===== src/rtl/fft_seq_ctrl.sv =====
// fft_seq_ctrl -- sequencer for a 16-point radix-2 in-place FFT datapath.
//
// After a start pulse the block issues 4 stages x 8 butterflies, one
// butterfly per cycle, as {stage, butterfly} index pairs for the read-address
// LUT.  A BF_LATENCY-deep pipeline delays each issued pair so a second LUT can
// produce the matching in-place write-back address.  Between stages the issue
// side pauses for BF_LATENCY cycles so that the next stage never reads a
// location the previous stage has not yet written back.
//
// Parameters:
//   BF_LATENCY    read-issue to write-back latency in cycles (1..7)
//
// Ports:
//   clk           system clock, rising edge
//   rst           synchronous active-high reset
//   abort         (only with FFT_SEQ_CTRL_ABORT_EN) cancel the run, flush pipe
//   start         one-cycle request to run one FFT, honoured only in IDLE
//   stage         read-side stage index
//   butterfly     read-side butterfly index
//   rd_en         read issue valid
//   wr_stage      write-side stage index
//   wr_butterfly  write-side butterfly index
//   wr_en         write-back valid
//   busy          high from first issue through last write-back
//   done          one-cycle pulse after the final write-back
//
// Optional feature macro: FFT_SEQ_CTRL_ABORT_EN adds the abort input.

module fft_seq_ctrl #(
    parameter int unsigned BF_LATENCY = 2
) (
    input  logic       clk,
    input  logic       rst,
`ifdef FFT_SEQ_CTRL_ABORT_EN
    input  logic       abort,
`endif
    input  logic       start,
    output logic [1:0] stage,
    output logic [2:0] butterfly,
    output logic       rd_en,
    output logic [1:0] wr_stage,
    output logic [2:0] wr_butterfly,
    output logic       wr_en,
    output logic       busy,
    output logic       done
);

    if (BF_LATENCY < 1 || BF_LATENCY > 7) begin : g_bad_latency
        $error("fft_seq_ctrl: BF_LATENCY must be in 1..7");
    end

    localparam logic [2:0] DRAIN_LAST = 3'(BF_LATENCY - 1);

    typedef enum logic [1:0] {
        IDLE,
        RUN,
        DRAIN,
        DONE
    } state_t;

    state_t     state_q, state_d;
    logic [1:0] stage_q, stage_d;
    logic [2:0] bf_q, bf_d;
    logic [2:0] drain_q, drain_d;
    logic       flush;

    // {valid, stage, butterfly} per pipeline slot
    logic [5:0] pipe_q [BF_LATENCY];

    always_comb begin
        state_d = state_q;
        stage_d = stage_q;
        bf_d    = bf_q;
        drain_d = drain_q;
        rd_en   = 1'b0;
        busy    = 1'b0;
        done    = 1'b0;

        unique case (state_q)
            IDLE: begin
                stage_d = '0;
                bf_d    = '0;
                drain_d = '0;
                if (start) begin
                    state_d = RUN;
                end
            end
            RUN: begin
                rd_en = 1'b1;
                busy  = 1'b1;
                if (bf_q == 3'd7) begin
                    state_d = DRAIN;
                    drain_d = '0;
                end else begin
                    bf_d = bf_q + 3'd1;
                end
            end
            DRAIN: begin
                busy = 1'b1;
                if (drain_q == DRAIN_LAST) begin
                    drain_d = '0;
                    bf_d    = '0;
                    // stage 3 in DRAIN means the last stage has been issued
                    if (stage_q == 2'd3) begin
                        state_d = DONE;
                        stage_d = '0;
                    end else begin
                        state_d = RUN;
                        stage_d = stage_q + 2'd1;
                    end
                end else begin
                    drain_d = drain_q + 3'd1;
                end
            end
            DONE: begin
                done    = 1'b1;
                state_d = IDLE;
            end
            default: begin
                state_d = IDLE;
            end
        endcase

        flush = rst;
`ifdef FFT_SEQ_CTRL_ABORT_EN
        flush = rst | abort;
`endif
    end

    always_ff @(posedge clk) begin
        if (flush) begin
            state_q <= IDLE;
            stage_q <= '0;
            bf_q    <= '0;
            drain_q <= '0;
        end else begin
            state_q <= state_d;
            stage_q <= stage_d;
            bf_q    <= bf_d;
            drain_q <= drain_d;
        end
    end

    // Indices are zeroed when not valid so the write side reads 0 whenever
    // wr_en is low, including across drain gaps.
    always_ff @(posedge clk) begin
        if (flush) begin
            for (int unsigned i = 0; i < BF_LATENCY; i++) begin
                pipe_q[i] <= '0;
            end
        end else begin
            pipe_q[0] <= rd_en ? {1'b1, stage_q, bf_q} : '0;
            for (int unsigned i = 1; i < BF_LATENCY; i++) begin
                pipe_q[i] <= pipe_q[i-1];
            end
        end
    end

    assign stage        = stage_q;
    assign butterfly    = bf_q;
    assign wr_en        = pipe_q[BF_LATENCY-1][5];
    assign wr_stage     = pipe_q[BF_LATENCY-1][4:3];
    assign wr_butterfly = pipe_q[BF_LATENCY-1][2:0];

endmodule

===== config.mk =====
export PLATFORM = sky130hd
export DESIGN_NAME = fft_seq_ctrl
export DESIGN_NICKNAME = d
export VERILOG_FILES = /design/src/rtl/fft_seq_ctrl.sv
export SDC_FILE = /design/constraint.sdc
export NUM_CORES = 1
export LEC_CHECK = 0
export BUFFER_PORTS_ARGS = -buffer_cell sky130_fd_sc_hd__buf_2
export CELL_PAD_IN_SITES_DETAIL_PLACEMENT = 1
export CELL_PAD_IN_SITES_GLOBAL_PLACEMENT = 2
export CORE_UTILIZATION = 30
export CTS_BUF_LIST = sky130_fd_sc_hd__clkbuf_4
export DETAILED_ROUTE_END_ITERATION = 10
export GPL_TIMING_DRIVEN = 0
export PLACE_DENSITY = 0.76
export SLEW_MARGIN = 20
export SYNTH_ARGS = -nofsm -noshare
export SYNTH_HDL_FRONTEND = slang
export SYNTH_SLANG_ARGS = --single-unit

===== constraint.sdc =====
create_clock -name clk -period 1.7 [get_ports clk]
set_clock_uncertainty 0.15 [all_clocks]
set_input_delay 0.085 -clock clk [delete_from_list [all_inputs] [get_ports clk]]
set_output_delay 0.085 -clock clk [all_outputs]
set_load 0.005 [all_outputs]

# [Yosys cells after proc, flatten, opt, wreduce, memory -nomap -nowiden]
# Memories as Yosys holds them, arrays and structs flattened.
# Index checks and enable logic that the tools add are counted.
[word_totals] mem_count=1 word_cells=51 in_bits=3 register_bits=10 mem_bits_rw=12 out_inout_bits=14
[classes] n_mux=23 n_eq_ne=10 bitwise_logic=2 n_reduce_logical=8 addsub=3
[mem_list] name="pipe_q" words=2 width=6 read_ports=2 rd_clocked_by_memory_dff=0 wr=2 line_no="68" rtl="logic [5:0] pipe_q [BF_LATENCY];"
[op_table] cell="2-to-1 mux 6 bit" count=3
[op_table] cell="one-hot mux 3 bit (3 select lines)" count=2
[op_table] cell="2-to-1 mux 2 bit" count=6
[op_table] cell="2-to-1 mux 3 bit" count=4
[op_table] cell="!= test 2 bit, second input constant" count=4
[op_table] cell="one-hot mux 2 bit (4 select lines)" count=1
[op_table] cell="adder 3 x 1 -> 3 bit, second input constant" count=2
[op_table] cell="== test 2 bit, second input constant" count=3
[op_table] cell="2-to-1 mux 1 bit" count=6
[op_table] cell="AND reduction 3 bit" count=2
[op_table] cell="one-hot mux 2 bit (2 select lines)" count=1
[op_table] cell="AND reduction 2 bit" count=2
[op_table] cell="== test 3 x 1 -> 1 bit, second input constant" count=1
[op_table] cell="== test 3 bit, second input constant" count=1
[op_table] cell="nonzero test 3 bit" count=1
[op_table] cell="adder 2 x 1 -> 2 bit, second input constant" count=1
[op_table] cell="== test 2 x 1 -> 1 bit, second input constant" count=1
[op_table] cell="zero test 2 bit" count=1
[op_table] cell="bitwise OR 1 bit" count=2
[op_table] cell="nonzero test 2 bit" count=1
[op_table] cell="OR reduction 2 bit" count=1

# [Depth between registers and ports, before layout]
[logic_depth] ltp_word=4 mapped_depth=6 depth_no_buf=5

# [Least setup slack after synthesis]
# Ideal clock, no wire load.
[synth_path] path_kind="reg2reg" startpoint="register state_q[1]" endpoint="register drain_q[2]" setup_slack_ns=-0.020 t_arrival_ns=1.479 path_stages_with_launch=6 n_path_buf=0 period_less_slack_ns=1.720 setup_ns=0.091 path_cell_list="dfxtp_1 inv_1 ha_1 nor3_1 nor2_1 a311oi_1"
[synth_between] elab_chain_cells=3 elab_cells_between_ends=7 cone_classes="eq/ne: 3; mux: 1; reduce/logical: 3"
[synth_lines] element="from (decl)" line_no="61" rtl="state_t state_q, state_d;"
[synth_lines] element="from (signal assigned)" line_no="137" rtl="state_q <= state_d;"
[synth_lines] element="== test 2 x 1 -> 1 bit (tied with other cells)" line_no="79" rtl="unique case (state_q)"
[synth_lines] element="!= test 2 bit (no source line) / nonzero test 3 bit (equally long branches)"
[synth_lines] element="AND reduction 2 bit (no source line)"
[synth_lines] element="to (signal assigned)" line_no="140" rtl="drain_q <= drain_d;"
[synth_lines] element="to (decl)" line_no="64" rtl="logic [2:0] drain_q, drain_d;"
# Several ways; a longest one is shown, not always the timed one.
# A chain may end at the register's enable or synchronous reset.

# [Final worst setup path]
[layout_path] startpoint="register state_q[0]" endpoint="register stage_q[1] (netlist: stage[1])"
[layout_between] elab_chain_cells=3 elab_cells_between_ends=6 cone_classes="eq/ne: 2; mux: 1; reduce/logical: 3"
[layout_lines] element="== test 2 bit / zero test 2 bit (equally long branches)" line_no="79"
[layout_lines] element="!= test 2 bit (no source line) / nonzero test 2 bit (equally long branches)"
[layout_lines] element="AND reduction 2 bit (no source line)"
[layout_lines] element="to (signal assigned)" line_no="138" rtl="stage_q <= stage_d;"
[layout_lines] element="to (decl)" line_no="62" rtl="logic [1:0] stage_q, stage_d;"
# Several ways; a longest one is shown, not always the timed one.

==> key figures <==
Global routing
  – Total track usage: 0.124
  – First-pass GRT wire length: 3160 µm
  – GRT overflow: 0
  – Pin count of the biggest net entering global routing: 14
  – Number of global-route vias before repair: 730
  – Initial antenna violation count: 0

Die
  – Die Ht: 59.3 µm
  – Die Wd: 59.3 µm
  – Initial Util: 0.320
  – DIE AREA: 3520 µm²
  – Std-Cell Core Area: 3080 µm²
  – Row count: 20
  – IO Pins: 17

Final layout
  – Nets@finish: 129
  – Finished Cell Area: 1260 µm²
  – # fillers: 357
  – Synth-to-Final Area Change: 27.8%
  – Layout cell share with drive strength beyond 1: 0.376
  – Number of inserted diodes: 0

Hold path
  – Min-delay src: start
  – Hold Crit Class: in -> reg

Detailed routing
  – Number of remaining DRC errors: 0
  – Drt via density: 4.64
  – Vias: 747
  – Drt wl/cell: 12.1 µm
  – Final ANT Viol Nets: 0
  – Total iterations of the first detailed-routing run: 2
  – Routed WL: 1950 µm
  – Initial DRC Count: 15

Clock tree
  – H-tree depth: 1
  – CTS tree: built
  – Clock root buffer: clkbuf_4
  – Worst skew pair latency: 310 ps
  – Clock sink count: 22
  – CTS max path bufs: 2
  – Clock transition at path regs: 130 ps
  – CTS buffer count: 3

STA
  – Final setup violation count: 0
  – Fin crit share: 0.973
  – Aggregate negative setup slack: 0 ps
  – Max transition margin: 0.718
  – Slew @ Worst Pin: 423 ps
  – Hold Vio Cnt, Final: 0
  – Fmax achieved: 604 MHz
  – Fin. max-slew vios: 0
  – Hold_ws: 150 ps
  – Fin worst setup slack: 45.2 ps
  – Final min period: 1650 ps

Critical path
  – CP max stage delay: 510 ps
  – Crit path capture type: register
  – Worst R2R Start: state_q[0]
  – Setup crit start kind: register
  – Slowest stage cell, crit path: or4b_1
  – Crit-path cells: inv_2 > ha_4 > nor4bb_2 > or4b_1 > o31ai_1
  – WP data arrival: 1740 ps
  – Largest delay share family, worst path: simple AND/OR/NAND/NOR gates
  – Critical path fanouts, max: 8
  – WS Path Type: reg -> reg
  – Critical path buffers and inverters: 1
  – CP required: 1780 ps
  – Critical Path Start: state_q[0]

Yosys
  – Ys flop type: dfxtp_1
  – Avg Cell Area, Syn: 10.4 µm²
  – Synth Net Count: 106
  – Post-synth EDFFs: 0
  – Cells after Synth: 95
  – YS warnings: 0
  – Sequential-to-total area share from yosys stat: 0.447
  – Yosys reg bits: 22
  – Post-synthesis async set-or-reset flop share: 0
  – Cell Area, Synth: 986 µm²
  – Library cells used by synthesis: 31

Placement
  – Post-DP HPWL: 1420 µm
  – Routability cong.: 0.652
  – Port Buf Inserts: 16
  – Placed Area: 1120 µm²
  – DP Worst Slack: -273 ps

Pwr
  – Leak: 0.523 nW
  – Power Density: 1380 nW/µm²
  – Peak VDD IR: 614 µV

Outcome
  – Run status: complete, no violations

Flow run
  – Max Cap Violations: 0
worst paths after layout:
check	endpoint	slack, ps	cells after the start
max	stage[1]	50	5
min	state_q[1]	150	4
max reg2reg	stage[1]	50	5
min reg2reg	pipe_q[0][10]	300	1
registers in the layout, indices dropped and copies added (netlist names):
name / flops
pipe_q: 12
butterfly: 3
drain_q: 3
stage: 2
state_q: 2
tightest hold or removal path: stages:
cell and delay, ps:
buf_2 90, nor2b_1 210, a2111oi_2 80, o2bb2ai_1 110
synth_stat cells, types with 2 or more instances:
cell type / count / area (µm²)
nand2b_1: 2 / 12.5
ha_1: 8 / 100
nor3_1: 2 / 10.0
and2_1: 6 / 37.5
buf_4: 5 / 37.5
inv_1: 3 / 11.3
nor2b_1: 10 / 62.6
a311oi_1: 2 / 17.5
nand2_1: 8 / 30.0
mux2i_1: 4 / 40.0
nand3_1: 2 / 10.0
a41oi_1: 2 / 17.5
nor2_1: 2 / 7.51
dfxtp_1: 22 / 440
placed cells by master (no fill, tap or decap), drive strengths merged, types with 3 or more instances in the layout:
master / instances
nor2b: 10
inv: 3
ha: 8
dfxtp: 22
buf: 23
mux2i: 4
nand2: 8
and2: 6
clkbuf: 4
routing by layer:
| layer | track usage | routed length (µm) |
|---|---|---|
| met5 | 0 | 0 |
| met4 | 0.0918 | 47 |
| met3 | 0.0197 | 63 |
| met2 | 0.217 | 984 |
| met1 | 0.135 | 851 |
metrics by stage:
step	cells	utilization	total power, W
after floorplan	95	-	0.00105
after global placement	155	0.364	0.00119
after detailed placement	155	0.364	0.00121
after CTS	159	0.394	0.00165
after global routing	161	0.409	0.00185
final	161	0.409	0.00174
final cells by class:
class / count / area, µm² / share of cell area
Clock inverter: 1 / 30.0 / 0.0238
Buffer: 6 / 41.3 / 0.0328
Sequential cell: 22 / 452 / 0.358
Clock buffer: 3 / 22.5 / 0.0179
Multi-Input combinational cell: 62 / 539 / 0.428
Timing Repair Buffer: 19 / 105 / 0.0834
Inverter: 4 / 15.0 / 0.0119
Tap cell: 44 / 55.1 / 0.0437
logic make-up after synthesis:
logic type / count (synthesis) / synth area share
fa+ha+maj: 8 / 0.102
buf+inv: 11 / 0.0622
flops: 22 / 0.447
mux: 4 / 0.0406
compound gates: 14 / 0.137
simple gates: 36 / 0.212
report_power, final:
part / internal, W / switching (W) / total [W] / leakage [nW]
Clock: 0.000239 / 0.000164 / 0.000403 / 0.0279
Sequential: 0.000581 / 0.0000586 / 0.000640 / 0.181
Combinational: 0.000327 / 0.000368 / 0.000694 / 0.314
what timing repair did:
item / 4_1_cts / 5_1_grt
hold buffers: 1 / 0
hold endpoints to repair: 4 / 0
pin swaps: 0 / 2
setup buffers: 0 / 2
endpoints found under the setup margin: 10 / 6
gates resized for setup: 10 / 8
No activity file was read; power rests on OpenSTA's default activity.
